## src/rtl/param_sync_ram.sv

```systemverilog
// ----------------------------------------------------------------------------
// param_sync_ram
//
// Parametrised synchronous RAM with one write port and one read port that may
// both be used in the same cycle. After reset a clear sequencer walks every
// word and loads CLEAR_VAL, one word per cycle. init_busy is high while this
// runs, and all accesses are ignored during that time.
//
// Read data is registered, so the read latency is 1 cycle. rd_valid marks
// each completed read.
//
// When the read and write ports hit the same in-range address on the same
// edge, RW_MODE selects what the read returns:
//   0 = read-first  (old contents)
//   1 = write-first (new data)
// The array is updated in both modes.
//
// Optional build macro PARAM_SYNC_RAM_OUT_REG_EN:
//   Adds a second output register stage, giving a 2-cycle read latency.
//   rd_valid travels with the data. Without the macro the output is a
//   single stage.
// ----------------------------------------------------------------------------
module param_sync_ram #(
   parameter int                DATA_W    = 4,
   parameter int                ADDR_W    = 4,
   parameter int                DEPTH     = 16,
   parameter int                RW_MODE   = 0,
   parameter logic [DATA_W-1:0] CLEAR_VAL = '0
) (
   input  logic              clk,
   input  logic              rst,
   input  logic              wr_en,
   input  logic [ADDR_W-1:0] wr_addr,
   input  logic [DATA_W-1:0] wr_data,
   input  logic              rd_en,
   input  logic [ADDR_W-1:0] rd_addr,
   output logic [DATA_W-1:0] rd_data,
   output logic              rd_valid,
   output logic              init_busy
);

   // The clear counter is one bit wider than the address, so that
   // DEPTH == 2**ADDR_W terminates without wrapping.
   localparam int CNT_W = ADDR_W + 1;

   // Index width that exactly covers the storage array.
   localparam int IDX_W = (DEPTH > 1) ? $clog2(DEPTH) : 1;

   localparam logic [CNT_W-1:0] DEPTH_C = CNT_W'(DEPTH);
   localparam logic [CNT_W-1:0] LAST_C  = CNT_W'(DEPTH - 1);

   localparam logic ST_CLEAR = 1'b0;
   localparam logic ST_READY = 1'b1;

   logic                 state_q;
   logic [CNT_W-1:0]     cnt_q;
   logic [DATA_W-1:0]    mem [0:DEPTH-1];

   logic                 wr_in_range;
   logic                 rd_in_range;
   logic                 collide;
   logic                 mem_we;
   logic [IDX_W-1:0]     mem_wa;
   logic [DATA_W-1:0]    mem_wd;
   logic [DATA_W-1:0]    rd_word;
   logic                 hold_out;

   logic [DATA_W-1:0]    rd_data_s1;
   logic                 rd_valid_s1;

   // Address range checks. Out-of-range accesses never alias or wrap onto
   // real words.
   assign wr_in_range = ({1'b0, wr_addr} < DEPTH_C);
   assign rd_in_range = ({1'b0, rd_addr} < DEPTH_C);
   assign collide     = wr_en && rd_en && rd_in_range && (rd_addr == wr_addr);

   // The output registers are forced to zero during reset and while
   // clearing.
   assign hold_out  = rst || (state_q == ST_CLEAR);
   assign init_busy = (state_q == ST_CLEAR);

   // Sequencer: walk the array after reset, then sit in READY until the
   // next reset.
   always_ff @(posedge clk) begin
      if (rst) begin
         state_q <= ST_CLEAR;
         cnt_q   <= '0;
      end else if (state_q == ST_CLEAR) begin
         cnt_q <= cnt_q + 1'b1;
         if (cnt_q == LAST_C) begin
            state_q <= ST_READY;
         end
      end
   end

   // Write-port mux: the clear sequencer owns the port in CLEAR, the user
   // owns it in READY. Nothing is written in a reset cycle.
   always_comb begin
      // NOTE: every output of a combinational block gets a default first, so
      // no path leaves a value held, which would infer a latch.
      mem_we = 1'b0;
      mem_wa = wr_addr[IDX_W-1:0];
      mem_wd = wr_data;
      if (!rst) begin
         if (state_q == ST_CLEAR) begin
            mem_we = 1'b1;
            mem_wa = cnt_q[IDX_W-1:0];
            mem_wd = CLEAR_VAL;
         end else if (wr_en && wr_in_range) begin
            mem_we = 1'b1;
         end
      end
   end

   // Storage array write.
   always_ff @(posedge clk) begin
      // NOTE: the array has no reset branch. The clear sequencer gives it
      // known contents, and the array then maps to plain RAM.
      if (mem_we) begin
         mem[mem_wa] <= mem_wd;
      end
   end

   // Read word selection, including the write-first bypass.
   always_comb begin
      rd_word = '0;
      if (rd_in_range) begin
         if ((RW_MODE == 1) && collide) begin
            rd_word = wr_data;
         end else begin
            rd_word = mem[rd_addr[IDX_W-1:0]];
         end
      end
   end

   // First output stage: the registered read result, or zero when idle.
   always_ff @(posedge clk) begin
      // NOTE: the non-blocking array write lands after this read samples
      // mem[], which is what gives read-first behaviour in RW_MODE 0.
      if (hold_out) begin
         rd_data_s1  <= '0;
         rd_valid_s1 <= 1'b0;
      end else begin
         rd_valid_s1 <= rd_en;
         rd_data_s1  <= rd_en ? rd_word : '0;
      end
   end

`ifdef PARAM_SYNC_RAM_OUT_REG_EN
   logic [DATA_W-1:0] rd_data_s2;
   logic              rd_valid_s2;

   // Second output stage: delays both data and valid by one more cycle.
   always_ff @(posedge clk) begin
      if (hold_out) begin
         rd_data_s2  <= '0;
         rd_valid_s2 <= 1'b0;
      end else begin
         rd_data_s2  <= rd_data_s1;
         rd_valid_s2 <= rd_valid_s1;
      end
   end

   assign rd_data  = rd_data_s2;
   assign rd_valid = rd_valid_s2;
`else
   assign rd_data  = rd_data_s1;
   assign rd_valid = rd_valid_s1;
`endif

endmodule
```

## config.mk

```make
export PLATFORM = sky130hd
export DESIGN_NAME = param_sync_ram
export DESIGN_NICKNAME = d
export VERILOG_FILES = /design/src/rtl/param_sync_ram.sv
export SDC_FILE = /design/constraint.sdc
export NUM_CORES = 1
export LEC_CHECK = 0
export CAP_MARGIN = 10
export CORE_MARGIN = 10
export CORE_UTILIZATION = 34
export DETAILED_ROUTE_END_ITERATION = 10
export GPL_TIMING_DRIVEN = 0
export PLACE_DENSITY = 0.61
export SLEW_MARGIN = 20
export SYNTH_ARGS = -nofsm -noshare
export SYNTH_HDL_FRONTEND = slang
export SYNTH_SLANG_ARGS = --single-unit
```

## constraint.sdc

```tcl
create_clock -name clk -period 2.77 [get_ports clk]
set_input_delay 0.4155 -clock clk [delete_from_list [all_inputs] [get_ports clk]]
set_output_delay 0.4155 -clock clk [all_outputs]
set_load 0.005 [all_outputs]
```

==> summary.md, run 1 <==
| Metric | Value |
|---|---|
| Status | finished clean |
| WL/cell | 18.7 um |
| Clock power frac | 0.330 |
| CP endpoint kind | flip-flop |
| # hold bufs at CTS | 0 |
| Die height | 115 um |
| Fin util | 0.406 |
| DRC | 0 |
| Net Sw Frac | 0.218 |
| Worst rel slew slack | 0.612 |
| Cts bufs inserted | 9 |
| Row cnt | 34 |
| Iter 0 DRT Violations | 89 |
| Vias | 1653 |
| Vias in the first global route | 1697 |
| Pin count of the biggest net entering global routing | 17 |
| Drt first pass iters | 4 |
| Crit path required time | 2.76 ns |
| Clock Tree Root | clkbuf_8 |
| Clock skew | 0.0100 ns |
| Postcts setup bufs | 0 |
| Final Routed Wirelength | 6010 um |
| Fin nets | 226 |
| CTS Buffer Depth | 2 |
| Setup slack at placement | 0.196 ns |
| RSZ-0062 raised after global routing | no |
| Global route total overflow | 0 |
| Area Growth Syn to Fin | 15.4% |
| Worst IR drop on VDD | 293 uV |
| Post-CTS Resized | 0 |
| Flop pwr share | 0.603 |
| Fmax | 0.453 GHz |
| Drt via density | 5.15 |
| DP Area | 3420 um^2 |
| Syn_nets | 196 |
| Cell area after synthesis | 3100 um^2 |
| Synth unique cells | 34 |
| Mean Syn Cell Area | 17.4 um^2 |
| Slew Limit Fails | 0 |
| Setup TNS | 0 ns |
| Post-DP HPWL | 4250 um |
| Worst-Skew Late Latency | 0.35 ns |
| CTS tree | built |
| Starting Density | 0.352 |
| Hold Vio Cnt, Final | 0 |
| Placed insts | 305 |
| Clk sinks | 75 |
| Sequential-to-total area share from yosys stat | 0.692 |
| Fill count | 802 |
| Min cycle time layout | 2.21 ns |
| CP peak stage delay | 0.53 ns |
| Commonest non-fill, non-tap cells in the layout | edfxtp_1, nor2_1, clkdlybuf4s50_1 |
| Slowest cell on crit path | clkdlybuf4s50_1 |
| Worst-path cell chain | clkdlybuf4s50_1, clkbuf_1, o21ai_0, o2111ai_1, nor2_1 |
| Final std cells w/o fill | 321 |
| Critical path fanouts, max | 10 |
| CP Launch Type | input pin |
| Post-Syn Instances | 178 |
| Ant diodes | 0 |
| Period Utilization, post-route | 0.798 |
| Most common cell after layout, fill and taps aside | edfxtp_1 |
| Layout cells sized above 1 | 0.108 |
| Pleak | 1.21 nW |
| Synthesis-stage register bit count | 75 |
| Core area | 8810 um^2 |
| Final setup margin | 0.561 ns |
| Antenna Nets Post-Route | 0 |
| Setup violators final | 0 |
| Finished Cell Area | 3570 um^2 |
| Crit path DAT | 2.20 ns |
| Routability cong. | 0.761 |
| P_sw | 453 uW |
| Synth Warn # | 0 |
| Int Pwr | 1.63 mW |
| Die Wd | 115 um |
| IO Pins | 22 |
| Initial antenna violation count | 0 |
| Global-route wire length before repair | 9460 um |
| GR Util All Layers | 0.0966 |
| Worst hold path class | flip-flop to flip-flop |
| Kind of critical path | input pin to flip-flop |
| Cell Pwr Density | 582 nW/um^2 |
| Hold_ws | 0.505 ns |
| Power, Total | 2.08 mW |
| Actual slew at the worst max-slew pin | 0.583 ns |
| Worst-path clk slew | 0.08 ns |
| H-tree levels | 3 |
| Die ar. | 13300 um^2 |
| Combinational fraction of design power | 0.067 |
| I/O Buffers | 19 |
| # Max-Cap Violations | 0 |
-- power groups by stage --
stage	Sequential, mW	Combinational, mW	Clock [mW]
6_report	1.25	0.139	0.686
5_1_grt	1.25	0.152	0.764
3_3_place_gp	1.28	0.139	0
3_5_place_dp	1.28	0.142	0
4_1_cts	1.25	0.142	0.706
2_1_floorplan	1.27	0.0902	0
-- cell families (layout without fill, tap and decap cells) --
kind of cell,Yosys count,after routing,synth area share
AOI/OAI and AO/OA,15,15,0.0331
xor gates and xnor gates,3,3,0.00849
adders and majority gates,2,2,0.00808
buffers and inverters,13,48,0.0243
DFF,75,75,0.692
muxes,25,25,0.158
and+or+nand+nor,45,45,0.0764
-- synthesized netlist by cell type, drive strengths merged --
library cell	count	area (um^2)
mux2i	9	90.1
nand4b	1	8.76
nor2b	2	12.5
o22ai	4	25.0
xor2	2	17.5
o21a	1	7.51
xnor2	1	8.76
a31oi	4	25.0
and3	2	12.5
nor4b	2	17.5
nor3b	1	7.51
nor4bb	1	10.0
nand2b	1	6.26
and2	4	25.0
o2111ai	2	17.5
nor4	1	6.26
buf	4	41.3
o21ai	1	5.00
inv	5	18.8
and3b	2	17.5
ha	2	25.0
nor2	25	93.8
a21oi	1	5.00
mux4	16	398
or2	1	6.26
o221ai	2	17.5
clkbuf	4	15.0
edfxtp	64	1920
or3b	1	8.76
dfxtp	11	220
nand2	1	3.75
-- critical path, delay by kind of cell --
kind                   cells  cell delay, ns
AOI/OAI and AO/OA          2            0.54
buffers and inverters      2            0.81
and+or+nand+nor            1            0.42
-- final timing paths --
kind                               start        end  slack (ns)  cells past startpoint
worst min-delay path            cnt_q[4]   cnt_q[4]        0.50                      2
worst min register to register  cnt_q[4]   cnt_q[4]        0.50                      2
worst max register to register   state_q  mem[7][0]        0.78                      4
worst max-delay path                 rst  mem[7][0]        0.56                      5
-- routing by layer --
layer  global-route usage  vias up  wire [um]
met3               0.0413        9        371
li1                     -      767          -
met4               0.0380        0         53
met5                    0        -          0
met2                0.146       45       2830
met1                0.120      832       2760
-- sequential cells by signal (all words and copies together) (netlist names) --
register / flops
mem: 64
cnt_q: 5
rd_data: 4
rd_valid: 1
state_q: 1
-- layout make-up --
cell class	instances	area [um^2]	share of cell area
flip-flops and latches	75	2140	0.599
multi-input cells	90	878	0.246
repair buffers	19	190	0.0532
clock buffers	12	135	0.0378
well taps	108	135	0.0378
plain buffers	8	56.3	0.0158
inverters	5	18.8	0.00525
clock inverters	4	17.5	0.00490
No activity file was read; power rests on OpenSTA's default activity.
==> run 2, diff against run 1 <==
--- a/config.mk
+++ b/config.mk
@@ -10,7 +10,7 @@
 export CORE_UTILIZATION = 34
 export DETAILED_ROUTE_END_ITERATION = 10
 export GPL_TIMING_DRIVEN = 0
-export PLACE_DENSITY = 0.61
+export PLACE_DENSITY = 0.63
 export SLEW_MARGIN = 20
 export SYNTH_ARGS = -nofsm -noshare
 export SYNTH_HDL_FRONTEND = slang
==> constraint.sdc (replaced) <==
create_clock -name clk -period 2 [get_ports clk]
set_input_delay 0.3 -clock clk [delete_from_list [all_inputs] [get_ports clk]]
set_output_delay 0.3 -clock clk [all_outputs]
set_load 0.005 [all_outputs]
==> summary.md, run 2 (synthesis results as in run 1) <==
| Metric | Value |
|---|---|
| Status | finished clean |
| Placed insts | 305 (unchanged) |
| Antenna Nets Post-Route | 0 (unchanged) |
| Cts bufs inserted | 9 (unchanged) |
| Worst-path clk slew | 0.08 ns (about the same) |
| Clk sinks | 75 (unchanged) |
| Net Sw Frac | 0.221 (+0.00286) |
| Row cnt | 34 (unchanged) |
| Drt via density | 5.09 (-1.1%) |
| H-tree levels | 3 (unchanged) |
| CP Launch Type | input pin |
| Die Wd | 115 um (unchanged) |
| Worst rel slew slack | 0.617 (+0.00560) |
| Vias | 1640 (-0.79%) |
| Initial antenna violation count | 0 (unchanged) |
| Critical path fanouts, max | 10 (unchanged) |
| Clock Tree Root | clkbuf_8 |
| Fmax | 0.530 GHz |
| RSZ-0062 raised after global routing | no |
| # Max-Cap Violations | 0 (unchanged) |
| Ant diodes | 0 (unchanged) |
| CTS Buffer Depth | 2 (unchanged) |
| CP endpoint kind | flip-flop |
| Starting Density | 0.352 (unchanged) |
| Setup slack, reg-to-reg | 0.18 ns (-0.60 ns) |
| Slew Limit Fails | 0 (unchanged) |
| Core area | 8810 um^2 (unchanged) |
| Setup TNS | 0 ns (unchanged) |
| Die ar. | 13300 um^2 (unchanged) |
| Commonest non-fill, non-tap cells in the layout | edfxtp_1, clkdlybuf4s50_1, nor2_2 |
| Layout cells sized above 1 | 0.262 (+0.154) |
| Fin util | 0.425 (+0.0188) |
| Worst IR drop on VDD | 418 uV (+43%) |
| Hold Vio Cnt, Final | 0 (unchanged) |
| Hold Crit Depth | 3 (+1) |
| Worst-Skew Late Latency | 0.35 ns (about the same) |
| Multi-input gate area | 957 um^2 (+9.0%) |
| Clock power frac | 0.401 (+0.071) |
| Hold_ws | 0.467 ns (-0.0382 ns) |
| WL/cell | 18.6 um (-0.43%) |
| Most common cell after layout, fill and taps aside | edfxtp_1 |
| CTS tree | built |
| Clock skew | 0.00908 ns (-0.000919 ns) |
| Min cycle time layout | 1.89 ns |
| Setup violators final | 0 (unchanged) |
| GR Util All Layers | 0.0951 (-0.00148) |
| Worst hold path class | input pin to flip-flop |
| Pleak | 1.26 nW (+4.7%) |
| IO Pins | 22 (unchanged) |
| Depth of the worst register-to-register path | 4 (unchanged) |
| Period Utilization, post-route | 0.943 |
| Combinational fraction of design power | 0.065 (-0.002) |
| Fill count | 777 (-3.1%) |
| Global route total overflow | 0 (unchanged) |
| Reg area | 2140 um^2 (unchanged) |
| Largest Register | mem |
| Pin count of the biggest net entering global routing | 17 (unchanged) |
| Final std cells w/o fill | 322 (+0.31%) |
| Largest register FFs | 64 (unchanged) |
| Kind of critical path | input pin to flip-flop |
| P_sw | 717 uW (+58%) |
| Routability cong. | 0.749 (-1.6%) |
| Vias in the first global route | 1724 (+1.6%) |
| Flop pwr share | 0.534 (-0.069) |
| Actual slew at the worst max-slew pin | 0.574 ns (-0.00840 ns) |
| Crit path required time | 2.03 ns (-0.73 ns) |
| Int Pwr | 2.53 mW (+56%) |
| Final Routed Wirelength | 6010 um (-0.12%) |
| Iter 0 DRT Violations | 88 (-1.1%) |
| Area Growth Syn to Fin | 20.8% |
| Die height | 115 um (unchanged) |
| Fin nets | 227 (+0.44%) |
| I/O Buffers | 19 (unchanged) |
| Global-route wire length before repair | 9440 um (-0.21%) |
| Drt first pass iters | 4 (unchanged) |
| Crit path DAT | 1.91 ns (-0.29 ns) |
| Post-DP HPWL | 4140 um (-2.6%) |
| Cell Pwr Density | 869 nW/um^2 (+49%) |
| DRC | 0 (unchanged) |
==> run 2: cell types whose count changed in the layout (fill, tap and decap cells not counted), sizes merged <==
cell,change
buf,+2
inv,+2
bufinv,+2
clkbuf,-4
clkinv,-1
==> run 2: cell type report <==
cell class / instances / area share
multi-input cells: 90 / 0.256
clock inverters: 7 / 0.0268
well taps: 108 / 0.0361
inverters: 5 / 0.00502
clock buffers: 9 / 0.0331
flip-flops and latches: 75 / 0.573
plain buffers: 7 / 0.0151
repair buffers: 21 / 0.0549
==> run 2: path summary, 6_finish.rpt <==
kind / from / to
setup / recovery: rst / mem[14][0]
hold reg to reg: cnt_q[4] / cnt_q[4]
setup reg to reg: state_q / mem[14][0]
hold / removal: rd_addr[2] / rd_data[3]
==> run 2: through the flow <==
stage | setup WS [ns] | area [um^2] | power, mW
after detailed placement | -0.430 | 3420 | 1.97
after global placement | -0.440 | 3420 | 1.96
after CTS | -0.0414 | 3650 | 3.27
after global routing | 0.00655 | 3740 | 3.36
after floorplan | 0.470 | 3100 | 1.89
final | 0.115 | 3740 | 3.25
==> run 2: power groups by stage <==
stage | sequential, mW | combinational [mW] | clock [mW]
4_1_cts | 1.73 | 0.197 | 1.34
2_1_floorplan | 1.76 | 0.125 | 0
5_1_grt | 1.74 | 0.228 | 1.40
6_report | 1.73 | 0.210 | 1.30
3_5_place_dp | 1.77 | 0.196 | 0
3_3_place_gp | 1.77 | 0.193 | 0
==> run 2: repair_timing <==
| item | 4_1_cts | 5_1_grt |
|---|---|---|
| endpoints found under the setup margin | 17 | 60 |
| pin swaps | 0 | 5 |
| gates resized for setup | 1 | 28 |
| setup buffers | 0 | 2 |
| hold buffers | 0 | 0 |
==> run 2: routing by layer <==
metal | global-route usage | up-vias | share of wire
li1 | - | 769 | -
met1 | 0.120 | 826 | 0.45
met2 | 0.143 | 37 | 0.48
met3 | 0.0455 | 8 | 0.058
met4 | 0.0279 | 0 | 0.011
met5 | 0 | - | 0
==> run 2: critical path: stages <==
cell	delay [ns]
clkdlybuf4s50_1	0.52
clkbuf_2	0.26
nor4b_1	0.39
a31oi_2	0.15
nor2_2	0.29
==> run 3, diff against run 2 <==
--- a/config.mk
+++ b/config.mk
@@ -7,10 +7,10 @@
 export LEC_CHECK = 0
 export CAP_MARGIN = 10
 export CORE_MARGIN = 10
-export CORE_UTILIZATION = 34
+export CORE_UTILIZATION = 48
 export DETAILED_ROUTE_END_ITERATION = 10
 export GPL_TIMING_DRIVEN = 0
-export PLACE_DENSITY = 0.63
+export PLACE_DENSITY = 0.8
 export SLEW_MARGIN = 20
 export SYNTH_ARGS = -nofsm -noshare
 export SYNTH_HDL_FRONTEND = slang
==> summary.md, run 3 (synthesis results as in run 1) <==
| Metric | Value |
|---|---|
| Depth of the worst register-to-register path | 4 (unchanged) |
| IO Pins | 22 (unchanged) |
| CP Launch Type | input pin |
| Drt via density | 5.68 (+12%) |
| Drt first pass iters | 4 (unchanged) |
| Period Utilization, post-route | 1.01 (+0.0715) |
| Post-CTS Resized | 0 (-1) |
| Endpoint of the worst hold path | rd_data[3] |
| CP peak stage delay | 0.52 ns (about the same) |
| Setup slack, reg-to-reg | 0.14 ns (-0.04 ns) |
| Clock Tree Root | clkbuf_8 |
| Crit path DAT | 2.04 ns (+0.13 ns) |
| Largest Register | mem |
| Area Growth Syn to Fin | 16.7% |
| Power, Total | 2.92 mW (-10%) |
| CP endpoint kind | flip-flop |
| Failing checks | negative setup slack |
| Global route total overflow | 0 (unchanged) |
| Fmax | 0.493 GHz (-7.1%) |
| Clock power frac | 0.337 (-0.064) |
| GR Util All Layers | 0.115 (+0.0196) |
| Routability cong. | 0.921 (+23%) |
| P_sw | 664 uW (-7.3%) |
| DRC | 0 (unchanged) |
| Post-DP HPWL | 3880 um (-6.3%) |
| Layout cells sized above 1 | 0.202 (-0.0598) |
| Hold Vio Cnt, Final | 0 (unchanged) |
| Cell Pwr Density | 809 nW/um^2 (-6.8%) |
| Slew Limit Fails | 0 (unchanged) |
| RSZ-0062 raised after global routing | yes |
| Worst hold start | rd_addr[2] |
| Int Pwr | 2.26 mW (-11%) |
| Worst-Skew Late Latency | 0.35 ns (about the same) |
| Iter 0 DRT Violations | 57 (-35%) |
| Clock skew | 0.00831 ns (-0.000766 ns) |
| Die ar. | 10100 um^2 (-24%) |
| Worst IR drop on VDD | 667 uV (+60%) |
| Pleak | 1.21 nW (-4.2%) |
| Pin count of the biggest net entering global routing | 17 (unchanged) |
| Core area | 6310 um^2 (-28%) |
| RR Endpoint | mem[12][2] |
| Cts bufs inserted | 9 (unchanged) |
| Setup slack at placement | -0.381 ns (+0.0495 ns) |
| Final Routed Wirelength | 5440 um (-9.5%) |
| Net Sw Frac | 0.227 (+0.00658) |
| Reg2reg start | state_q |
| Combinational fraction of design power | 0.070 (+0.005) |
| Worst-path clk slew | 0.08 ns (about the same) |
| H-tree levels | 3 (unchanged) |
| Antenna Nets Post-Route | 0 (unchanged) |
| CTS tree | built |
| Die Wd | 100 um (-13%) |
| Setup violators final | 8 (+8) |
| Row cnt | 29 (-15%) |
| Hold Crit Depth | 3 (unchanged) |
| Worst rel slew slack | 0.629 (+0.0115) |
| Worst hold path class | input pin to flip-flop |
| Largest register FFs | 64 (unchanged) |
| Flop pwr share | 0.593 (+0.059) |
| Ant diodes | 0 (unchanged) |
| Final setup margin | -0.0281 ns (-0.143 ns) |
| Initial antenna violation count | 0 (unchanged) |
| Status | finished with violations |
| Most common cell after layout, fill and taps aside | edfxtp_1 |
| Crit path required time | 2.01 ns (-0.02 ns) |
| Global-route wire length before repair | 8780 um (-6.9%) |
| Vias | 1647 (+0.43%) |
| # Max-Cap Violations | 0 (unchanged) |
| Starting Density | 0.490 (+0.139) |
| Fin nets | 226 (-0.44%) |
| I/O Buffers | 19 (unchanged) |
| CTS Buffer Depth | 2 (unchanged) |
| Die height | 100 um (-13%) |
| # hold bufs at CTS | 0 (unchanged) |
| Min cycle time layout | 2.03 ns (+0.143 ns) |
| Slowest cell on crit path | clkdlybuf4s50_1 |
| WL/cell | 18.7 um (+0.51%) |
| Postcts setup bufs | 0 (unchanged) |
| Critical path fanouts, max | 10 (unchanged) |
| Clk sinks | 75 (unchanged) |
| Commonest non-fill, non-tap cells in the layout | edfxtp_1, clkdlybuf4s50_1, nor2_1 |
| Worst-path cell chain | clkdlybuf4s50_1, clkbuf_1, o21ai_0, o2111ai_1, nor2_1 |
| Vias in the first global route | 1732 (+0.46%) |
| Actual slew at the worst max-slew pin | 0.557 ns (-0.0172 ns) |
| Kind of critical path | input pin to flip-flop |
[run 3: cell type report]
class | count | area (um^2)
Timing Repair Buffer | 19 | 190
Tap cell | 77 | 96.3
Clock buffer | 9 | 124
Sequential cell | 75 | 2140
Inverter | 5 | 18.8
Buffer | 8 | 57.6
Fill cell | 496 | 2700
Clock inverter | 7 | 43.8
Multi-Input combinational cell | 90 | 940
[run 3: worst max-delay path by stage]
stage / to / from / slack, ns
6_report: mem[0][2] / rst / -0.03
2_1_floorplan: mem[5][0] / state_q / 0.47
3_3_place_gp: mem[6][3] / rst / -0.39
5_1_grt: mem[2][0] / rst / -0.11
3_5_place_dp: mem[5][3] / rst / -0.38
4_1_cts: mem[5][3] / rst / 0.001
[run 3: power by group through the flow]
stage | sequential (mW) | clock (mW) | combinational, mW
detailed placement | 1.77 | 0 | 0.193
finish | 1.73 | 0.985 | 0.204
global placement | 1.77 | 0 | 0.187
floorplan | 1.76 | 0 | 0.125
CTS | 1.73 | 1.01 | 0.194
global route | 1.74 | 1.07 | 0.222
[run 3: through the flow]
| stage | area (um^2) | cells | setup TNS [ns] | util | hold slack, ns |
|---|---|---|---|---|---|
| 4_1_cts | 3550 | 290 | 0 | 0.562 | 0.452 |
| 3_3_place_gp | 3380 | 274 | -18.15 | 0.536 | 0.474 |
| 3_5_place_dp | 3380 | 274 | -22.59 | 0.536 | 0.485 |
| 2_1_floorplan | 3100 | 178 | 0 | - | 0.459 |
| 6_report | 3610 | 290 | -0.162 | 0.572 | 0.464 |
| 5_1_grt | 3610 | 290 | -2.37 | 0.572 | 0.475 |
[run 3: worst max-delay path, delay by kind of cell]
kind	cells	cell delay (ns)
buffers and inverters	2	0.79
and+or+nand+nor	1	0.37
AOI/OAI and AO/OA	2	0.57
[run 3: per-layer routing]
metal | share of wire | wire (um) | track usage
met5 | 0 | 0 | 0
met4 | 0.0086 | 47 | 0.0435
met3 | 0.083 | 453 | 0.0529
met2 | 0.49 | 2680 | 0.180
met1 | 0.42 | 2260 | 0.135
==> edit 1 (settings of run 2) <==
The parameter `ADDR_W` goes from 4 to 6.
--- a/src/rtl/param_sync_ram.sv
+++ b/src/rtl/param_sync_ram.sv
@@ -22,7 +22,7 @@
 // ----------------------------------------------------------------------------
 module param_sync_ram #(
    parameter int                DATA_W    = 4,
-   parameter int                ADDR_W    = 4,
+   parameter int                ADDR_W    = 6,
    parameter int                DEPTH     = 16,
    parameter int                RW_MODE   = 0,
    parameter logic [DATA_W-1:0] CLEAR_VAL = '0
Ports: changed (resized rd_addr and wr_addr); port bits go from 22 to 26. No check against the original RTL was run, so the function may have changed too.
==> edit 1 against run 2 <==
Critical path depth increased by 1. Sequential cell count up 2. Total power shrank 5.6%. Combinational power is 13% higher. Non-clock buffer count grew 3. Clock power down 19%. Utilization is 0.12 points higher. Highest routed layer unchanged. Setup slack improved by 0.0081 ns. Wire length is 1.3% lower. Count of clock-buffer cells in the layout is 2 higher. Area after synthesis grew 3.0%. Clock skew is 0.0028 ns higher. Synthesized cell count is 6.7% higher. Cell area grew 4.7%. Largest cell class unchanged. Critical path type is now flip-flop to flip-flop.
==> edit 1: results <==
set metrics [dict create \
    nMultiInputCombCells 102 \
    wl_per_cell_um 17.43 \
    synth_cell_types 32 \
    numPortBuffers 24 \
    viasPerCell 5.009 \
    routabilityCongestion 0.7076 \
    min_delay_path_depth 2 \
    intPower_mw 2.355 \
    min_to "cnt_q[6]$_SDFFE_PP0N_" \
    fin_skew_ns 0.01188 \
    peakVddDrop_v 0.0003460 \
    clock_power_share_pct 34.4 \
    ys_seq_elements 77 \
    grt_pass1_vias 1782 \
    pre_cts_slack_ns -0.5345 \
    ff2ff_path_depth 6 \
    seqCellArea_sq_um 2182 \
    placed_cells 325 \
    hpwl_mm 4.142 \
    holdCritStartpoint "cnt_q[6]$_SDFFE_PP0N_" \
    endpoint "mem[2][2]$_DFFE_PP_" \
    postSynthAreaPerCell_sq_um 16.79 \
    nNonClkBuffers 31 \
    drive_gt1_share_pct 25.33 \
    multi_input_area_sq_um 1115 \
    r2r_setup_slack_ns 0.12 \
    status "complete, no violations" \
    nClkBuffers 11 \
    nFillCells 845 \
    drtIter0Drc 83 \
    netlist_top_cells_count "edfxtp_1, nor2_1, mux4_1" \
    yosysSeqAreaShare_pct 68.42 \
    cp_data_arrival_time_ns 1.96 \
    die-width_um 116.9 \
    multi_input_area_share_pct 28.48 \
    inverters_excl_clock 3 \
    hold_slack_ns 0.5357 \
    grt_pass1_wl_mm 9.411 \
    fmax_mhz 532.8 \
    via_count 1703 \
]
-- edit 1: repair_timing --
action | in CTS | in global routing
resized for setup | 18 | 27
pin swaps | 4 | 2
setup buffers | 0 | 0
hold endpoints to repair | 0 | 0
setup endpoints to repair | 64 | 64
gates cloned | 0 | 0
-- edit 1: logic make-up (layout without fill, tap and decap cells) --
kind of cell	count (synthesis)	after routing	synth area share (%)
buf+inv	11	50	2.000
fa+ha+maj	1	1	0.3922
mux	25	25	15.93
compound gates	18	18	2.981
flops	77	77	68.42
simple gates	52	52	8.631
xor+xnor	6	6	1.648
-- edit 1: layer usage --
| layer | vias to the layer above | routed length, um | GRT usage, % |
|---|---|---|---|
| met3 | 12 | 363 | 3.313 |
| li1 | 817 | - | - |
| met4 | 0 | 139 | 4.778 |
| met1 | 831 | 2734 | 11.39 |
| met5 | - | 0 | 0 |
| met2 | 43 | 2688 | 14.40 |
==> edit 2 (settings of run 2) <==
Made on the original files. Register the output `init_busy`; this adds one clock of latency there. The other outputs are not delayed to match. Comments in the files are not updated.
--- a/src/rtl/param_sync_ram.sv
+++ b/src/rtl/param_sync_ram.sv
@@ -77,7 +77,9 @@
    // The output registers are forced to zero during reset and while
    // clearing.
    assign hold_out  = rst || (state_q == ST_CLEAR);
-   assign init_busy = (state_q == ST_CLEAR);
+   always_ff @(posedge clk) begin
+      init_busy <= (state_q == ST_CLEAR);
+   end
 
    // Sequencer: walk the array after reset, then sit in READY until the
    // next reset.
Formal check against the unedited RTL: same outputs for any inputs over 10 cycles, from zero or initial values and one cycle with rst high; that may be too few to reach the edited logic, so the function may still have changed.
==> edit 2 against run 2 <==
Total power decreased by 7.6%. Die area rose by 0.54%. Sequential cell count increased by 1. Register-to-register slack got worse by 0.15 ns. Wire length down 3.4%. Area after synthesis increased by 0.65%. Cell area shrank 1.7%. Setup slack worse by 0.11 ns. Utilization decreased by 0.72 points. Cell count did not move. Critical endpoint is now mem[13][0]$_DFFE_PP_. Largest cell class unchanged. Largest power group unchanged.
==> edit 2: results <==
set metrics [dict create \
    yosysSeqAreaShare_pct 69.40 \
    pre_cts_slack_ns -0.4165 \
    power_clock_mw 1.04 \
    status "complete, no violations" \
    synthTopCellsByArea "edfxtp_1, mux4_1, dfxtp_1, mux4_2, nor2_1" \
    grt_pass1_wl_mm 9.259 \
    drive_gt1_share_pct 20.09 \
    wl_per_cell_um 18.01 \
    tightestPinTransition_ns 0.5875 \
    wl_met1_mm 2.731 \
    placed_cells 306 \
    synth_fp_nets 197 \
    postSynthAreaPerCell_sq_um 17.40 \
    grt_pass1_vias 1745 \
    peakVddDrop_v 0.0004047 \
    placed_area_sq_um 3441 \
    grt_use_total_pct 9.241 \
    fin_skew_ns 0.008455 \
    grt_util_met2_pct 14.00 \
    wl_met3_um 344 \
    route.met2.wl_mm 2.658 \
    routabilityCongestion 0.7433 \
    first_pass_iters 5 \
    met3_usage_pct 4.031 \
    seq_power_share_pct 58.5 \
]
edit 2: cell count changes in the layout (fill, tap and decap cells not counted), moves of 2 or more:
cell               run 2  this run
clkinvlp_4             0         2
a31oi_2                4         2
clkinv_4               2         0
nor2_2                16        11
buf_4                  2         0
inv_6                  2         0
clkbuf_1               0         4
nor2_1                 9        14
clkbuf_8               9        11
a31oi_1                0         2
clkbuf_2               3         1
bufinv_16              2         0
edit 2: area by class of cell:
cell class,instances,area [sq um]
Fill cell,790,5131
Sequential cell,76,2162
Inverter,5,18.77
Clock inverter,4,25.02
Multi-Input combinational cell,90,930.9
Timing Repair Buffer,19,190.2
Buffer,8,57.56
Clock buffer,12,155.1
Tap cell,108,135.1
edit 2: worst paths after layout:
path                                            start               endpoint  slack [ns]  depth (start not counted)
worst min register to register  cnt_q[4]$_SDFFE_PP0N_  cnt_q[4]$_SDFFE_PP0N_        0.49                          2
worst max-delay path                              rst   mem[13][0]$_DFFE_PP_       0.007                          5
worst max register to register     state_q$_SDFF_PP0_   mem[13][0]$_DFFE_PP_        0.03                          4
worst min-delay path                       rd_addr[2]  rd_data[1]$_SDFF_PP0_        0.48                          3
edit 2: repair_timing:
action	4_1_cts	5_1_grt
resized for setup	2	15
setup buffers	0	0
setup endpoints to repair	20	51
pin swaps	0	1
edit 2: logic make-up (layout without fill, tap and decap cells):
family | after synthesis | count (layout) | synth area share, %
adders and majority gates | 2 | 2 | 0.8031
xor gates and xnor gates | 3 | 3 | 0.8435
buffers and inverters | 13 | 48 | 2.410
AOI/OAI and AO/OA | 15 | 15 | 3.293
DFF | 76 | 76 | 69.40
and+or+nand+nor | 45 | 45 | 7.591
muxes | 25 | 25 | 15.66
